`src/rtl/id_ex_stage_pkg.sv`:
```
// Shared decode constants and the control bundle type used by the ID/EX stage.
package id_ex_stage_pkg;

  localparam logic [6:0] OP_RTYPE  = 7'b0110011;
  localparam logic [6:0] OP_ITYPE  = 7'b0010011;
  localparam logic [6:0] OP_LOAD   = 7'b0000011;
  localparam logic [6:0] OP_STORE  = 7'b0100011;
  localparam logic [6:0] OP_BRANCH = 7'b1100011;

  typedef enum logic [1:0] {
    ALUOP_ADD    = 2'b00,
    ALUOP_BRANCH = 2'b01,
    ALUOP_RTYPE  = 2'b10,
    ALUOP_ITYPE  = 2'b11
  } aluop_e;

  // ALUSrc selects REG/IMM for operand B; MemtoReg selects MEM for writeback
  localparam logic REG = 1'b0;
  localparam logic IMM = 1'b1;
  localparam logic MEM = 1'b1;

  typedef struct packed {
    logic   RegWrite;
    logic   MemtoReg;
    logic   MemRead;
    logic   MemWrite;
    logic   ALUSrc;
    aluop_e ALUOp;
  } ctrl_bundle_t;

  localparam ctrl_bundle_t CTRL_NOP = '{1'b0, 1'b0, 1'b0, 1'b0, 1'b0, ALUOP_ADD};

endpackage

```
`src/rtl/id_ex_stage_if.sv`:
```
// ID-side inputs and EX-side outputs of the ID/EX stage; slave is the stage itself.
interface id_ex_stage_if #(
  parameter int DATA_W = 32,
  parameter int REG_AW = 5
);
  logic              RegWrite_i, MemtoReg_i, MemRead_i, MemWrite_i, ALUSrc_i;
  logic [1:0]        ALUOp_i;
  logic [DATA_W-1:0] RS1data_i, RS2data_i, Imm_i;
  logic [9:0]        Funct_i;
  logic [REG_AW-1:0] RS1addr_i, RS2addr_i, RDaddr_i;

  logic              RegWrite_o, MemtoReg_o, MemRead_o, MemWrite_o, ALUSrc_o;
  logic [1:0]        ALUOp_o;
  logic [DATA_W-1:0] RS1data_o, RS2data_o, Imm_o;
  logic [9:0]        Funct_o;
  logic [REG_AW-1:0] RS1addr_o, RS2addr_o, RDaddr_o;
  logic              Stall_o, PCWrite_o, IFIDWrite_o;

  modport slave (
    input  RegWrite_i, MemtoReg_i, MemRead_i, MemWrite_i, ALUSrc_i, ALUOp_i,
           RS1data_i, RS2data_i, Imm_i, Funct_i, RS1addr_i, RS2addr_i, RDaddr_i,
    output RegWrite_o, MemtoReg_o, MemRead_o, MemWrite_o, ALUSrc_o, ALUOp_o,
           RS1data_o, RS2data_o, Imm_o, Funct_o, RS1addr_o, RS2addr_o, RDaddr_o,
           Stall_o, PCWrite_o, IFIDWrite_o
  );

  modport master (
    output RegWrite_i, MemtoReg_i, MemRead_i, MemWrite_i, ALUSrc_i, ALUOp_i,
           RS1data_i, RS2data_i, Imm_i, Funct_i, RS1addr_i, RS2addr_i, RDaddr_i,
    input  RegWrite_o, MemtoReg_o, MemRead_o, MemWrite_o, ALUSrc_o, ALUOp_o,
           RS1data_o, RS2data_o, Imm_o, Funct_o, RS1addr_o, RS2addr_o, RDaddr_o,
           Stall_o, PCWrite_o, IFIDWrite_o
  );
endinterface

```
`src/rtl/id_ex_stage_hazard_detect.sv`:
```
// Load-use hazard compare: EX load whose destination is read by the ID instruction.
module hazard_detect #(
  parameter int REG_AW = 5
) (
  input  logic              ex_memread_i,
  input  logic [REG_AW-1:0] ex_rd_i,
  input  logic [REG_AW-1:0] id_rs1_i,
  input  logic [REG_AW-1:0] id_rs2_i,
  output logic              stall_o
);
  always_comb begin
    stall_o = ex_memread_i && (ex_rd_i != '0) &&
              ((ex_rd_i == id_rs1_i) || (ex_rd_i == id_rs2_i));
  end
endmodule

```
`src/rtl/id_ex_stage.sv`:
```
// ID/EX pipeline register with load-use bubble insertion and global freeze.
// Define ID_EX_PERF_EN to add BubbleCnt_o / FreezeCnt_o event counters.
module id_ex_stage
  import id_ex_stage_pkg::*;
#(
  parameter int DATA_W = 32,
  parameter int REG_AW = 5
) (
  input  logic        clk_i,
  input  logic        rst_n_i,
  input  logic        Freeze_i,
`ifdef ID_EX_PERF_EN
  output logic [31:0] BubbleCnt_o,
  output logic [31:0] FreezeCnt_o,
`endif
  id_ex_stage_if.slave bus
);
  ctrl_bundle_t      ctrl_q, ctrl_d, id_ctrl;
  logic [DATA_W-1:0] rs1data_q, rs1data_d, rs2data_q, rs2data_d, imm_q, imm_d;
  logic [9:0]        funct_q, funct_d;
  logic [REG_AW-1:0] rs1addr_q, rs1addr_d, rs2addr_q, rs2addr_d, rdaddr_q, rdaddr_d;
  logic              stall;

  hazard_detect #(.REG_AW(REG_AW)) u_hazard (
    .ex_memread_i (ctrl_q.MemRead),
    .ex_rd_i      (rdaddr_q),
    .id_rs1_i     (bus.RS1addr_i),
    .id_rs2_i     (bus.RS2addr_i),
    .stall_o      (stall)
  );

  always_comb begin
    id_ctrl = '{bus.RegWrite_i, bus.MemtoReg_i, bus.MemRead_i, bus.MemWrite_i,
                bus.ALUSrc_i, aluop_e'(bus.ALUOp_i)};
    ctrl_d    = ctrl_q;
    rs1data_d = rs1data_q;
    rs2data_d = rs2data_q;
    imm_d     = imm_q;
    funct_d   = funct_q;
    rs1addr_d = rs1addr_q;
    rs2addr_d = rs2addr_q;
    rdaddr_d  = rdaddr_q;
    // Freeze wins over the bubble, so a pending hazard keeps Stall_o high until release
    if (!Freeze_i) begin
      ctrl_d    = stall ? CTRL_NOP : id_ctrl;
      rs1data_d = bus.RS1data_i;
      rs2data_d = bus.RS2data_i;
      imm_d     = bus.Imm_i;
      funct_d   = bus.Funct_i;
      rs1addr_d = bus.RS1addr_i;
      rs2addr_d = bus.RS2addr_i;
      rdaddr_d  = bus.RDaddr_i;
    end
  end

  always_ff @(posedge clk_i or negedge rst_n_i) begin
    if (!rst_n_i) begin
      ctrl_q    <= CTRL_NOP;
      rs1data_q <= '0;
      rs2data_q <= '0;
      imm_q     <= '0;
      funct_q   <= '0;
      rs1addr_q <= '0;
      rs2addr_q <= '0;
      rdaddr_q  <= '0;
    end else begin
      ctrl_q    <= ctrl_d;
      rs1data_q <= rs1data_d;
      rs2data_q <= rs2data_d;
      imm_q     <= imm_d;
      funct_q   <= funct_d;
      rs1addr_q <= rs1addr_d;
      rs2addr_q <= rs2addr_d;
      rdaddr_q  <= rdaddr_d;
    end
  end

  always_comb begin
    bus.RegWrite_o  = ctrl_q.RegWrite;
    bus.MemtoReg_o  = ctrl_q.MemtoReg;
    bus.MemRead_o   = ctrl_q.MemRead;
    bus.MemWrite_o  = ctrl_q.MemWrite;
    bus.ALUSrc_o    = ctrl_q.ALUSrc;
    bus.ALUOp_o     = ctrl_q.ALUOp;
    bus.RS1data_o   = rs1data_q;
    bus.RS2data_o   = rs2data_q;
    bus.Imm_o       = imm_q;
    bus.Funct_o     = funct_q;
    bus.RS1addr_o   = rs1addr_q;
    bus.RS2addr_o   = rs2addr_q;
    bus.RDaddr_o    = rdaddr_q;
    bus.Stall_o     = stall;
    bus.PCWrite_o   = !stall && !Freeze_i;
    bus.IFIDWrite_o = !stall && !Freeze_i;
  end

`ifdef ID_EX_PERF_EN
  logic [31:0] bubble_cnt_q, bubble_cnt_d, freeze_cnt_q, freeze_cnt_d;

  always_comb begin
    bubble_cnt_d = bubble_cnt_q + {31'd0, (stall && !Freeze_i)};
    freeze_cnt_d = freeze_cnt_q + {31'd0, Freeze_i};
  end

  always_ff @(posedge clk_i or negedge rst_n_i) begin
    if (!rst_n_i) begin
      bubble_cnt_q <= '0;
      freeze_cnt_q <= '0;
    end else begin
      bubble_cnt_q <= bubble_cnt_d;
      freeze_cnt_q <= freeze_cnt_d;
    end
  end

  assign BubbleCnt_o = bubble_cnt_q;
  assign FreezeCnt_o = freeze_cnt_q;
`endif
endmodule

```
`src/flat_wrapper.sv`:
```
// flat-port wrapper written by rule: the top's interface ports become plain ports
module id_ex_stage_flat import id_ex_stage_pkg::*;
#(
  parameter int DATA_W = 32,
  parameter int REG_AW = 5
)
  (clk_i, rst_n_i, Freeze_i, bus_RegWrite_i, bus_MemtoReg_i, bus_MemRead_i, bus_MemWrite_i, bus_ALUSrc_i, bus_ALUOp_i, bus_RS1data_i, bus_RS2data_i, bus_Imm_i, bus_Funct_i, bus_RS1addr_i, bus_RS2addr_i, bus_RDaddr_i, bus_RegWrite_o, bus_MemtoReg_o, bus_MemRead_o, bus_MemWrite_o, bus_ALUSrc_o, bus_ALUOp_o, bus_RS1data_o, bus_RS2data_o, bus_Imm_o, bus_Funct_o, bus_RS1addr_o, bus_RS2addr_o, bus_RDaddr_o, bus_Stall_o, bus_PCWrite_o, bus_IFIDWrite_o);
  id_ex_stage_if #(.DATA_W(DATA_W), .REG_AW(REG_AW)) bus_i ();
  input  logic clk_i;
  input  logic rst_n_i;
  input  logic Freeze_i;
  input wire logic [$bits(bus_i.RegWrite_i)-1:0] bus_RegWrite_i;
  input wire logic [$bits(bus_i.MemtoReg_i)-1:0] bus_MemtoReg_i;
  input wire logic [$bits(bus_i.MemRead_i)-1:0] bus_MemRead_i;
  input wire logic [$bits(bus_i.MemWrite_i)-1:0] bus_MemWrite_i;
  input wire logic [$bits(bus_i.ALUSrc_i)-1:0] bus_ALUSrc_i;
  input wire logic [$bits(bus_i.ALUOp_i)-1:0] bus_ALUOp_i;
  input wire logic [$bits(bus_i.RS1data_i)-1:0] bus_RS1data_i;
  input wire logic [$bits(bus_i.RS2data_i)-1:0] bus_RS2data_i;
  input wire logic [$bits(bus_i.Imm_i)-1:0] bus_Imm_i;
  input wire logic [$bits(bus_i.Funct_i)-1:0] bus_Funct_i;
  input wire logic [$bits(bus_i.RS1addr_i)-1:0] bus_RS1addr_i;
  input wire logic [$bits(bus_i.RS2addr_i)-1:0] bus_RS2addr_i;
  input wire logic [$bits(bus_i.RDaddr_i)-1:0] bus_RDaddr_i;
  output wire logic [$bits(bus_i.RegWrite_o)-1:0] bus_RegWrite_o;
  output wire logic [$bits(bus_i.MemtoReg_o)-1:0] bus_MemtoReg_o;
  output wire logic [$bits(bus_i.MemRead_o)-1:0] bus_MemRead_o;
  output wire logic [$bits(bus_i.MemWrite_o)-1:0] bus_MemWrite_o;
  output wire logic [$bits(bus_i.ALUSrc_o)-1:0] bus_ALUSrc_o;
  output wire logic [$bits(bus_i.ALUOp_o)-1:0] bus_ALUOp_o;
  output wire logic [$bits(bus_i.RS1data_o)-1:0] bus_RS1data_o;
  output wire logic [$bits(bus_i.RS2data_o)-1:0] bus_RS2data_o;
  output wire logic [$bits(bus_i.Imm_o)-1:0] bus_Imm_o;
  output wire logic [$bits(bus_i.Funct_o)-1:0] bus_Funct_o;
  output wire logic [$bits(bus_i.RS1addr_o)-1:0] bus_RS1addr_o;
  output wire logic [$bits(bus_i.RS2addr_o)-1:0] bus_RS2addr_o;
  output wire logic [$bits(bus_i.RDaddr_o)-1:0] bus_RDaddr_o;
  output wire logic [$bits(bus_i.Stall_o)-1:0] bus_Stall_o;
  output wire logic [$bits(bus_i.PCWrite_o)-1:0] bus_PCWrite_o;
  output wire logic [$bits(bus_i.IFIDWrite_o)-1:0] bus_IFIDWrite_o;
  assign bus_i.RegWrite_i = bus_RegWrite_i;
  assign bus_i.MemtoReg_i = bus_MemtoReg_i;
  assign bus_i.MemRead_i = bus_MemRead_i;
  assign bus_i.MemWrite_i = bus_MemWrite_i;
  assign bus_i.ALUSrc_i = bus_ALUSrc_i;
  assign bus_i.ALUOp_i = bus_ALUOp_i;
  assign bus_i.RS1data_i = bus_RS1data_i;
  assign bus_i.RS2data_i = bus_RS2data_i;
  assign bus_i.Imm_i = bus_Imm_i;
  assign bus_i.Funct_i = bus_Funct_i;
  assign bus_i.RS1addr_i = bus_RS1addr_i;
  assign bus_i.RS2addr_i = bus_RS2addr_i;
  assign bus_i.RDaddr_i = bus_RDaddr_i;
  assign bus_RegWrite_o = bus_i.RegWrite_o;
  assign bus_MemtoReg_o = bus_i.MemtoReg_o;
  assign bus_MemRead_o = bus_i.MemRead_o;
  assign bus_MemWrite_o = bus_i.MemWrite_o;
  assign bus_ALUSrc_o = bus_i.ALUSrc_o;
  assign bus_ALUOp_o = bus_i.ALUOp_o;
  assign bus_RS1data_o = bus_i.RS1data_o;
  assign bus_RS2data_o = bus_i.RS2data_o;
  assign bus_Imm_o = bus_i.Imm_o;
  assign bus_Funct_o = bus_i.Funct_o;
  assign bus_RS1addr_o = bus_i.RS1addr_o;
  assign bus_RS2addr_o = bus_i.RS2addr_o;
  assign bus_RDaddr_o = bus_i.RDaddr_o;
  assign bus_Stall_o = bus_i.Stall_o;
  assign bus_PCWrite_o = bus_i.PCWrite_o;
  assign bus_IFIDWrite_o = bus_i.IFIDWrite_o;
  id_ex_stage #(.DATA_W(DATA_W), .REG_AW(REG_AW)) u_core (.clk_i(clk_i), .rst_n_i(rst_n_i), .Freeze_i(Freeze_i), .bus(bus_i));
endmodule
```
`config.mk`:
```
export PLATFORM = sky130hd
export DESIGN_NAME = id_ex_stage_flat
export DESIGN_NICKNAME = d
export VERILOG_FILES = /design/src/rtl/id_ex_stage_pkg.sv /design/src/rtl/id_ex_stage_if.sv /design/src/rtl/id_ex_stage_hazard_detect.sv /design/src/rtl/id_ex_stage.sv /design/src/flat_wrapper.sv
export SDC_FILE = /design/constraint.sdc
export NUM_CORES = 1
export LEC_CHECK = 0
export ABC_CLOCK_PERIOD_IN_PS = 1550
export BUFFER_PORTS_ARGS = -buffer_cell sky130_fd_sc_hd__buf_2
export CORE_MARGIN = 2
export CORE_UTILIZATION = 35
export CTS_CLUSTER_DIAMETER = 40
export DETAILED_ROUTE_END_ITERATION = 6
export GPL_TIMING_DRIVEN = 0
export PLACE_DENSITY_LB_ADDON = 0.12
export SLEW_MARGIN = 20
export SYNTH_ARGS = -nofsm -noshare
export SYNTH_HDL_FRONTEND = slang
export SYNTH_SLANG_ARGS = --single-unit
```
`constraint.sdc`:
```
create_clock -name clk_i -period 1.55 [get_ports clk_i]
set_clock_uncertainty 0.2 [all_clocks]
set_input_delay 0 -clock clk_i [delete_from_list [all_inputs] [get_ports clk_i]]
set_output_delay 0 -clock clk_i [all_outputs]
set_load 0.02 [all_outputs]
```
==> impl_results.md, run 1 <==
- Worst VDD drop: 657 µV
- Clock root buffer: clkbuf_16
- FFs w/ async S/R, synth: 1.00
- Avg Vias per Cell: 4.39
- Fmax achieved: 470 MHz
- Final WL: around 13,000 µm
- Vias: 4,111
- Yosys reg bits: 128
- Element type at the critical path end: primary output
- CTS tree: built
- Max FO, Critical Path: 2
- Setup TNS: -2.86 ns
- Max-cap viol count: 0
- Core box area: 0.0138 mm²
- Internal power: 0.00691 W
- Unrepaired setup endpoints after global routing: true
- ANT nets after route: 0
- WL/cell: approximately 14 µm
- Slowest CP cell: or4_4
- Final Hold Viols: 44
- Drt drc: 0
- Outcome: finished with violations
- Number of synthesized flops with an enable pin: 0
- Die height: 122 µm
- Crit-path cells: or4_4 > o21ai_4 > inv_2 > a21oi_4 > buf_6 > buf_6
- Count of different cell masters after synthesis: 17
- Final setup vio count: 10
- Nets: roughly 870
- Cell mode on critical path: buf_6
- Reg power frac: 0.408
- Area share of the largest cell type after synthesis: 0.652
- Tot GR Track Use: 0.180
- Worst path max stage delay: 0.55 ns
- Gp weighted congestion: ~0.74
- Cell Area, Placed: between 0.006 and 0.007 mm²
- Share of layout cells above drive strength 1: 0.591
- Leakage power: between 4 and 5 nW
- First-pass GRT wire length: 20,700 µm
- Net Count, Synth: 431
- Slew Limit Fails: 0
- CTS Sinks: 128
- CP Data Arrival Time: 1.93 ns
- Largest cells by area after synthesis: dfrtp_1, mux2_2, xnor2_1
- Pin count of the biggest net entering global routing: 85
- CTS clk-pin slew, worst paths: 0.05 ns
- Seq/Total Area, Yosys: 0.652
- Final Worst Setup Slack: -0.579 ns
- Tmin final: ~2.1 ns
- Synth-to-layout area growth: 76.7%
- Pwr dens: 1090 mW/mm²
- Initial core utilization: 0.357
- Initial antenna violation count: 0
- Cell Rows: 43
- CTS Buffer Depth: 2
- Die W: 122 µm
- Logic pwr share: 0.214
- Synth cell count leaders: dfrtp_1, mux2_2, buf_2, xnor2_1, a21oi_1
- Switching Fraction: 0.269
- Most common cell in the synthesized netlist: dfrtp_1
- N_diodes: 0
- Clock power share: 0.378
- Worst hold path type: input port to asynchronous set/reset pin
- Grt ovf: 0
- CP Launch Type: register
- Die area: 0.0150 mm²
- Failing checks: hold timing, setup timing
- Final period util: 1.37
- Number of I/O pins: 262
- Cell count after synthesis: 300
- Syn avg cell area: between 15 and 20 µm²
- Synth area leader: dfrtp_1
- Initial DRC count: 92
- Post-Layout Inst Area: 0.00868 mm²
- WP data required: 1.35 ns
- Hpwl dp: 8790 µm
- Number of global-route vias before repair: 4,279
- Clock latency on the worst-skew pair: about 0.40 ns
- Psw: 0.00255 W
- Synthesized cell area: 0.00491 mm²
- Synth Flop Type: dfrtp_1
- Slew @ Worst Pin: approximately 0.43 ns
- Hold Slack: -0.107 ns
- H-tree depth: 4
- Synth warn: 0
- IO Port Bufs: 260
- DRT Pass-1 Iters: 4
- CTS Buf Count: 17
- Slew margin rel.: 0.713
- Setup CP Type: register to primary output
-- path summary, 6_finish.rpt --
| path | depth (start not counted) | endpoint | slack, ns | startpoint |
|---|---|---|---|---|
| setup / recovery | 6 | bus_PCWrite_o | -0.58 | u_core.bus.RDaddr_o[0]$_DFFE_PN0N_ |
| hold / removal | 2 | u_core.bus.Imm_o[3]$_DFFE_PN0N_ | -0.11 | rst_n_i |
| setup reg to reg | 5 | u_core.bus.MemRead_o$_DFFE_PN0N_ | -0.18 | u_core.bus.RDaddr_o[0]$_DFFE_PN0N_ |
| hold reg to reg | 1 | u_core.bus.Imm_o[26]$_DFFE_PN0N_ | 0.30 | u_core.bus.Imm_o[26]$_DFFE_PN0N_ |
| max in group asynchronous | 3 | u_core.bus.Imm_o[23]$_DFFE_PN0N_ | 0.52 | rst_n_i |
| min in group clk_i | 3 | u_core.bus.RS1data_o[3]$_DFFE_PN0N_ | 0 | Freeze_i |
-- per-layer routing --
layer | vias up | track usage | wire length (µm) | part of all wire
li1 | 1944 | - | - | -
met4 | 0 | 0.0790 | 327 | 0.025
met1 | 1978 | 0.207 | 5210 | 0.40
met3 | 24 | 0.0558 | 953 | 0.072
met2 | 165 | 0.308 | 6690 | 0.51
met5 | - | 0 | 0 | 0
-- through the flow --
stage,total power (W),worst slack (ns),hold WS (ns),utilization,std cells
finish,0.00945,-0.579,-0.107,0.630,936
global route,0.00992,-0.672,-0.102,0.630,936
CTS,0.00956,-0.603,-0.122,0.630,935
detailed placement,0.00555,-0.250,-0.278,0.472,741
global placement,0.00551,-1.65,0.0312,0.469,740
floorplan,0.00484,-0.234,-0.496,-,300
-- final cells by class --
class	count	area (µm²)
flip-flops and latches	128	3210
multi-input cells	155	1650
repair buffers	424	2960
clock inverters	10	61.3
plain buffers	16	87.6
fillers	1087	5090
well taps	180	225
clock buffers	22	484
inverters	1	3.75
-- power groups by stage --
stage	Combinational, W	Clock (W)	Sequential [W]
after floorplan	0.000492	0	0.00434
after global placement	0.00161	0	0.00390
after detailed placement	0.00163	0	0.00392
after CTS	0.00203	0.00367	0.00385
after global routing	0.00218	0.00385	0.00390
final	0.00202	0.00357	0.00385
-- what timing repair did --
action | in CTS | in global routing
resized for setup | 6 | 1
setup buffers | 7 | 2
endpoints found under the hold margin | 256 | 45
hold buffers | 155 | 1
setup endpoints to repair | 10 | 14
pin swaps | 10 | 1
cloned | 0 | 0
-- sequential cells by signal, indices dropped and copies added, names as in the netlist, 2 cells and up --
register,count
u_core.bus.RS1data_o,32
u_core.bus.Imm_o,32
u_core.bus.RS1addr_o,5
u_core.bus.RS2addr_o,5
u_core.bus.Funct_o,10
u_core.bus.RS2data_o,32
u_core.bus.RDaddr_o,5
u_core.bus.ALUOp_o,2
-- layout by cell type, fill, tap and decap left out, drive strengths merged --
cell,n
dlygate4sd3,154
o21ai,1
dfrtp,128
or4,1
a21oi,8
clkinv,7
xnor2,10
and2,1
nor2,1
nand2,2
mux2,121
clkbuf,23
inv,1
mux2i,7
o22ai,1
clkinvlp,3
buf,285
nand3,2
-- worst max-delay path: cells and delay by family, from the launching register on --
kind / cells / cell delay (ns)
AND/OR/NAND/NOR: 1 / 0.55
flip-flops: 1 / 0.40
AO/OA/AOI/OAI: 2 / 0.31
buffers and inverters: 3 / 0.28
-- cells by family after synthesis --
group / Yosys count / share of synthesized area
flip-flops: 128 / 0.652
AO/OA/AOI/OAI: 10 / 0.0125
AND/OR/NAND/NOR: 7 / 0.00841
multiplexers: 128 / 0.292
buffers and inverters: 17 / 0.0178
XOR/XNOR: 10 / 0.0178
(Power assumes the default switching activity.)
==> run 2: changes to the inputs <==
--- a/config.mk
+++ b/config.mk
@@ -9,6 +9,7 @@
 export BUFFER_PORTS_ARGS = -buffer_cell sky130_fd_sc_hd__buf_2
 export CORE_MARGIN = 2
 export CORE_UTILIZATION = 35
+export CTS_BUF_LIST = sky130_fd_sc_hd__clkbuf_4 sky130_fd_sc_hd__clkbuf_8
 export CTS_CLUSTER_DIAMETER = 40
 export DETAILED_ROUTE_END_ITERATION = 6
 export GPL_TIMING_DRIVEN = 0
==> run 2 against run 1 <==
Effect of this change:
- the run still ends with hold timing, setup timing left
- sequential cell count is the same
- routed wire length is essentially flat
- combinational power is essentially flat
- cell count grew 0.21%
- total power shrank 11%
- die area is the same
- global-route usage is essentially flat
- core utilization shrank 1.1 points
- sequential share of layout area grew 0.64 points
- register-to-register slack is essentially flat
- design area shrank 1.7%
- highest routed layer unchanged
==> impl_results.md, run 2 (synthesized netlist as in run 1, its figures left out) <==
- Number of global-route vias before repair: 4,284 (+0.12%)
- CP Launch Type: register
- Worst path max stage delay: 0.55 ns (about the same)
- Internal power: 0.00599 W (-13%)
- CTS Sinks: 128 (unchanged)
- Number of I/O pins: 262 (unchanged)
- WL/cell: 14.0 µm (-0.21%)
- Die W: 122 µm (unchanged)
- Slew Limit Fails: 0 (unchanged)
- Die area: 0.0150 mm² (unchanged)
- Post-place setup slack: -0.250 ns (unchanged)
- R2r endpoint: u_core.bus.ALUOp_o[0]$_DFFE_PN0N_
- Most frequent cells in the layout: buf_2, dlygate4sd3_1, dfrtp_1, mux2_2, clkbuf_8
- Fmax achieved: 464 MHz (-1.3%)
- Area occupied by multi-input gates: 0.00168 mm² (+1.7%)
- Nets: 875 (+0.11%)
- Cell mode on critical path: buf_6
- Pwr dens: 987 mW/mm² (-9.4%)
- Commonest non-fill, non-tap cell in the layout: buf_2
- Clock root buffer: clkbuf_8
- Initial DRC count: 69 (-25%)
- Core box area: 0.0138 mm² (unchanged)
- Failing checks: hold timing, setup timing
- CTS Buf Count: 17 (unchanged)
- IO Port Bufs: 260 (unchanged)
- Reg power frac: 0.457 (+0.049)
- CTS Buffer Depth: 2 (unchanged)
- Fillcell total: 1,097 (+0.92%)
- Setup CP Type: register to primary output
- CTS clk-pin slew, worst paths: 0.07 ns (+0.02 ns)
- Worst VDD drop: 629 µV (-4.3%)
- Avg Vias per Cell: 4.38 (-0.38%)
- Slowest CP cell: or4_4
- DRT Pass-1 Iters: 4 (unchanged)
- Tot GR Track Use: 0.179 (-0.000245)
- First-pass GRT wire length: 20,600 µm (-0.27%)
- Leakage power: 4.06 nW (-1.9%)
- Clock power share: 0.301 (-0.077)
- Slew @ Worst Pin: 0.414 ns (-0.0162 ns)
- Die height: 122 µm (unchanged)
- Final setup vio count: 10 (unchanged)
- Initial core utilization: 0.357 (unchanged)
- Vias: 4,104 (-0.17%)
- Tmin final: 2.16 ns (+0.0272 ns)
- Hold Slack: -0.129 ns (-0.0216 ns)
- Unrepaired setup endpoints after global routing: true
- H-tree depth: 4 (unchanged)
- Pin count of the biggest net entering global routing: 85 (unchanged)
- FF-to-FF path depth: 5 (unchanged)
- Switching Fraction: 0.289 (+0.0192)
- Grt ovf: 0 (unchanged)
- Share of layout cells above drive strength 1: 0.600 (+0.00847)
- Logic pwr share: 0.242 (+0.028)
- Final WL: 13,200 µm (about the same)
- Element type at the critical path end: primary output
- Worst hold path type: input port to asynchronous set/reset pin
- Outcome: finished with violations
- ANT nets after route: 0 (unchanged)
- Hpwl dp: 8790 µm (unchanged)
- FF+latch area: 0.00321 mm² (unchanged)
- Cell Area, Placed: 0.00650 mm² (unchanged)
- R2R Path Start: u_core.bus.RDaddr_o[0]$_DFFE_PN0N_
- CTS tree: built
- Cell Rows: 43 (unchanged)
- Synth-to-layout area growth: 73.7%
- Max FO, Critical Path: 2 (unchanged)
- Max-cap viol count: 0 (unchanged)
- Slew margin rel.: 0.724 (+0.0108)
- Crit-path cells: or4_4 > o21ai_4 > inv_2 > a21oi_4 > buf_6 > buf_6
- Psw: 0.00243 W (-4.6%)
- Gp weighted congestion: 0.740 (unchanged)
- Drt drc: 0 (unchanged)
- Initial antenna violation count: 1 (+1)
- Clock latency on the worst-skew pair: 0.42 ns (+0.02 ns)
- Final Hold Viols: 44 (unchanged)
- WP data required: 1.35 ns (about the same)
- CP Data Arrival Time: 1.96 ns (+0.03 ns)
- Final Worst Setup Slack: -0.606 ns (-0.0272 ns)
- Final period util: 1.39 (+0.0176)
- Reg2reg setup slack: -0.18 ns (about the same)
- Post-Layout Inst Area: 0.00854 mm² (-1.7%)
[run 2: changes by cell type in the layout (fill, tap and decap cells not counted), moves of 6 or more]
cell       change
clkbuf_16     -17
clkbuf_8      +17
a21oi_1        -6
a21oi_2        +6
[run 2: power groups by stage]
stage / Sequential (W) / Combinational, W / Clock (W)
after floorplan: 0.00434 / 0.000492 / 0
after global placement: 0.00390 / 0.00161 / 0
after detailed placement: 0.00392 / 0.00163 / 0
after CTS: 0.00385 / 0.00203 / 0.00263
after global routing: 0.00389 / 0.00219 / 0.00278
final: 0.00385 / 0.00204 / 0.00253
[run 2: how the worst max path moves through the flow]
stage                                  startpoint                            endpoint  slack [ns]
5_1_grt        u_core.bus.RDaddr_o[0]$_DFFE_PN0N_                       bus_PCWrite_o       -0.72
4_1_cts        u_core.bus.RDaddr_o[0]$_DFFE_PN0N_                       bus_PCWrite_o       -0.64
2_1_floorplan  u_core.bus.RDaddr_o[4]$_DFFE_PN0N_                       bus_PCWrite_o       -0.23
3_3_place_gp                              rst_n_i  u_core.bus.RDaddr_o[4]$_DFFE_PN0N_       -1.65
6_report       u_core.bus.RDaddr_o[0]$_DFFE_PN0N_                       bus_PCWrite_o       -0.61
3_5_place_dp   u_core.bus.RDaddr_o[4]$_DFFE_PN0N_                       bus_PCWrite_o       -0.25
[run 2: routing by layer]
metal,global-route usage,part of all wire,vias up
met2,0.308,0.51,165
met5,0,0,-
li1,-,-,1948
met1,0.203,0.40,1967
met4,0.0833,0.025,0
met3,0.0562,0.070,24
[run 2: final cells by class]
type,count,share of cell area
buffer,16,0.0103
sequential,128,0.376
timing repair buffer,425,0.348
inverter,1,0.000440
tap,180,0.0264
antenna,1,0.000293
clock buffer,22,0.0347
clock inverter,10,0.00718
multi-input combinational,155,0.197
[run 2: critical path, delay by kind of cell, from the launching register on]
family | cells | cell delay (ns)
DFF | 1 | 0.41
and+or+nand+nor | 1 | 0.55
AOI/OAI and AO/OA | 2 | 0.31
buffers and inverters | 3 | 0.27
[run 2: per-stage QoR]
step                       util  cells  total power (W)  TNS, ns  hold slack, ns
final                     0.620    938          0.00842    -2.96          -0.129
after global routing      0.620    938          0.00887    -3.62          -0.147
after floorplan               -    300          0.00484    -1.09          -0.496
after CTS                 0.616    935          0.00851    -3.09          -0.162
after global placement    0.469    740          0.00551  -182.00          0.0312
after detailed placement  0.472    741          0.00555    -1.54          -0.278
[run 2: repair_timing]
| action | in CTS | in global routing |
|---|---|---|
| buffers inserted | 7 | 2 |
| endpoints found under the hold margin | 256 | 45 |
| gates resized for setup | 6 | 8 |
| cloned | 0 | 0 |
| endpoints found under the setup margin | 10 | 13 |
| hold buffers | 155 | 1 |
| pin swaps | 10 | 2 |
==> run 3: changes to the inputs <==
--- a/config.mk
+++ b/config.mk
@@ -5,7 +5,7 @@
 export SDC_FILE = /design/constraint.sdc
 export NUM_CORES = 1
 export LEC_CHECK = 0
-export ABC_CLOCK_PERIOD_IN_PS = 1550
+export ABC_CLOCK_PERIOD_IN_PS = 2520
 export BUFFER_PORTS_ARGS = -buffer_cell sky130_fd_sc_hd__buf_2
 export CORE_MARGIN = 2
 export CORE_UTILIZATION = 35
==> constraint.sdc (replaced) <==
create_clock -name clk_i -period 2.52 [get_ports clk_i]
set_clock_uncertainty 0.2 [all_clocks]
set_input_delay 0 -clock clk_i [delete_from_list [all_inputs] [get_ports clk_i]]
set_output_delay 0 -clock clk_i [all_outputs]
set_load 0.02 [all_outputs]
==> run 3 against run 2 <==
Effect of this change:
- the run now fails in 4_1_cts
- synthesized area unchanged
- synthesized cell count did not move
==> impl_results.md, run 3 <==
- Outcome: did not finish
- Halt Stage: 4_1_cts
- Err: [ERROR RSZ-0060] Max buffer count reached.
- Mux contribution to synthesized area: 0.292 (unchanged)
- Synth Flop Type: dfrtp_1
- Largest cells by area after synthesis: dfrtp_1, mux2_2, xnor2_1
- Most common cell in the synthesized netlist: dfrtp_1
- Cell Rows: 43 (unchanged)
- Post-Synth XOR/XNOR Area: 0.0178 (unchanged)
- Synth warn: 0 (unchanged)
- Complex-gate fraction of the synthesized area: 0.0125 (unchanged)
- Synthesized cell area: 0.00491 mm² (unchanged)
- FFs w/ async S/R, synth: 1.00 (unchanged)
- Synth cell count leaders: dfrtp_1, mux2_2, buf_2, xnor2_1, a21oi_1
- Yosys reg bits: 128 (unchanged)
- Hold Buf Count CTS: 156 (+0.65%)
- Die W: 122 µm (unchanged)
- Number of I/O pins: 262 (unchanged)
- Synth area leader: dfrtp_1
- Placed Cells: 741 (unchanged)
- Setup Buffers After CTS: 0 (-7)
- Die height: 122 µm (unchanged)
- Gp weighted congestion: 0.714 (-3.5%)
- Area share of the largest cell type after synthesis: 0.652 (unchanged)
- Post-Synth Simple-Gate Area: 0.00840 (unchanged)
- Seq/Total Area, Yosys: 0.652 (unchanged)
- Count of different cell masters after synthesis: 17 (unchanged)
- Largest family of logic cells by synthesized area: multiplexers
- Clock root buffer: clkbuf_8
- CTS Sinks: 128 (unchanged)
- IO Port Bufs: 260 (unchanged)
- H-tree depth: 4 (unchanged)
- CTS Buffer Depth: 2 (unchanged)
- Hpwl dp: 8960 µm (+1.9%)
- CTS Buf Count: 17 (unchanged)
- Cell Area, Placed: 0.00648 mm² (-0.40%)
- # resized after CTS: 0 (-6)
- Adder-cell share of the synthesized area: 0 (unchanged)
- Number of synthesized flops with an enable pin: 0 (unchanged)
- Initial core utilization: 0.357 (unchanged)
- Net Count, Synth: 431 (unchanged)
- Cell count after synthesis: 300 (unchanged)
- Syn avg cell area: 16.4 µm² (unchanged)
-- run 3: cell counts after synthesis --
No cell type changed its count.
-- run 3: cells by family after synthesis --
logic type	Yosys count
buffers and inverters	17
AO/OA/AOI/OAI	10
flip-flops	128
XOR/XNOR	10
multiplexers	128
AND/OR/NAND/NOR	7
-- run 3: stage by stage --
stage          utilization  worst slack [ns]
3_3_place_gp         0.468            -0.433
3_5_place_dp         0.470             0.550
2_1_floorplan            -             0.439
==> run 4: changes to the inputs <==
--- a/config.mk
+++ b/config.mk
@@ -8,12 +8,10 @@
 export ABC_CLOCK_PERIOD_IN_PS = 2520
 export BUFFER_PORTS_ARGS = -buffer_cell sky130_fd_sc_hd__buf_2
 export CORE_MARGIN = 2
-export CORE_UTILIZATION = 35
-export CTS_BUF_LIST = sky130_fd_sc_hd__clkbuf_4 sky130_fd_sc_hd__clkbuf_8
-export CTS_CLUSTER_DIAMETER = 40
+export CORE_UTILIZATION = 20
 export DETAILED_ROUTE_END_ITERATION = 6
 export GPL_TIMING_DRIVEN = 0
-export PLACE_DENSITY_LB_ADDON = 0.12
+export PLACE_DENSITY_LB_ADDON = 0.15
 export SLEW_MARGIN = 20
 export SYNTH_ARGS = -nofsm -noshare
 export SYNTH_HDL_FRONTEND = slang
==> run 4 against run 3 <==
Effect of this change:
- the run now ends clean
==> impl_results.md, run 4 (synthesized netlist as in run 1, its figures left out) <==
- Die area: 0.0258 mm²
- Die W: 161 µm (+31%)
- WP data required: about 2.3 ns
- IO Port Bufs: 260 (unchanged)
- Final Hold Viols: 0
- Fmax achieved: 441 MHz
- Clock power share: 0.426
- DRT Pass-1 Iters: 4
- Tot GR Track Use: 0.114
- CTS clk-pin slew, worst paths: roughly 0.060 ns
- CTS tree: built
- Element type at the critical path end: primary output
- Pin count of the biggest net entering global routing: 93
- N_diodes: 0
- Final WL: around 14,000 µm
- Drt drc: 0
- Pwr dens: 708 mW/mm²
- Most frequent cells in the layout: buf_2, dlygate4sd3_1, dfrtp_1, mux2_2, clkbuf_16
- Global routing usage on met1: 0.131
- Max-cap viol count: 0
- Share of layout cells above drive strength 1: 0.586
- Met2 Track Usage GR: 0.197
- Internal power: 0.00458 W
- H-tree depth: 4 (unchanged)
- Total power: approximately 0.0062 W
- Tmin final: 2.27 ns
- Nets: 859
- Reg2reg setup slack: 0.28 ns
- CTS Sinks: 128 (unchanged)
- CP Launch Type: register
- Logic pwr share: 0.193
- Gp weighted congestion: 0.691 (-3.2%)
- Vias: 4,097
- Post-Layout Inst Area: 0.00879 mm²
- Initial DRC count: 84
- Commonest non-fill, non-tap cell in the layout: buf_2
- Slew margin rel.: 0.681
- Grt ovf: 0
- Hpwl dp: 10,300 µm (+15%)
- Leakage power: around 4.1 nW
- Initial core utilization: 0.203 (-0.154)
- Cell Rows: 57 (+33%)
- Clock latency on the worst-skew pair: around 0.41 ns
- CTS Buf Count: 17 (unchanged)
- Gr busiest metal: met2
- Synth-to-layout area growth: 78.9%
- M3 GR Usage: 0.0380
- ANT nets after route: 0
- First-pass GRT wire length: 23,300 µm
- Outcome: finished, final reports clean
- Switching Fraction: 0.265
- Avg Vias per Cell: between 3 and 4
- Unrepaired setup endpoints after global routing: false
- Setup CP Type: register to primary output
- Slew @ Worst Pin: 0.478 ns
- Reg power frac: 0.382
- Core box area: 0.0242 mm²
- Initial antenna violation count: 0
- Slew Limit Fails: 0
- Final setup vio count: 0
- CP Data Arrival Time: about 2.1 ns
- Setup Buffers After CTS: 0 (unchanged)
- Clock root buffer: clkbuf_16
- Number of I/O pins: 262 (unchanged)
- Worst hold path type: input port to register
- Cell Area, Placed: 0.00666 mm² (+2.8%)
- Max FO, Critical Path: 5
- Number of global-route vias before repair: 4,516
- Final period util: 0.899
- WL/cell: 13.6 µm
- Die height: 161 µm (+31%)
- Psw: 0.00165 W
- Worst VDD drop: 329 µV
- CTS Buffer Depth: 2 (unchanged)
run 4: power groups by stage:
stage	registers, W	logic (W)	clock network [W]
2_1_floorplan	0.00267	0.000296	0
3_3_place_gp	0.00240	0.00100	0
3_5_place_dp	0.00241	0.00102	0
4_1_cts	0.00238	0.00122	0.00275
5_1_grt	0.00240	0.00129	0.00287
6_report	0.00238	0.00120	0.00265
run 4: layout make-up:
cell class	count	area, µm²
buffer	16	83.8
clock buffer	19	453
clock inverter	13	185
fill	2409	15500
inverter	1	3.75
multi-input combinational	155	1630
sequential	128	3200
tap	324	405
timing repair buffer	409	2830
run 4: what timing repair did:
action	in CTS	in global routing
endpoints found under the setup margin	0	1
hold buffers	148	0
hold endpoints to repair	256	0
resized for setup	0	1
run 4: per-layer routing:
metal,up-vias,wire length [µm]
met4,0,220
met2,156,7300
met3,13,1000
met5,-,0
met1,2021,5940
li1,1907,-
run 4: worst paths after layout:
check	from	endpoint	cells after the start
hold / removal	Freeze_i	u_core.bus.RS1data_o[8]$_DFFE_PN0N_	3
setup / recovery	u_core.bus.RDaddr_o[4]$_DFFE_PN0N_	bus_PCWrite_o	6
setup reg to reg	u_core.bus.RDaddr_o[4]$_DFFE_PN0N_	u_core.bus.MemWrite_o$_DFFE_PN0N_	5
max in group asynchronous	rst_n_i	u_core.bus.RS1data_o[27]$_DFFE_PN0N_	4
hold reg to reg	u_core.bus.RS1data_o[18]$_DFFE_PN0N_	u_core.bus.RS1data_o[18]$_DFFE_PN0N_	1
min in group asynchronous	rst_n_i	u_core.bus.RS2addr_o[1]$_DFFE_PN0N_	4
run 4: worst max-delay path, cell delays in order, from the launching register on:
cell and delay [ns]:
dfrtp_1 0.45, or4_4 0.56, o21ai_2 0.16, inv_1 0.08, a21oi_2 0.15, buf_4 0.12
buf_2 0.14
run 4: metrics by stage:
step                      hold slack (ns)   util  setup TNS [ns]  worst slack (ns)  std cells
after floorplan                    -0.496      -               0             0.439        300
after global placement             0.0322  0.273          -67.37            -0.541        884
after detailed placement           -0.312  0.275               0             0.619        885
after CTS                        0.000959  0.362               0             0.172       1065
after global routing               0.0361  0.363               0             0.103       1065
final                              0.0113  0.363               0             0.255       1065
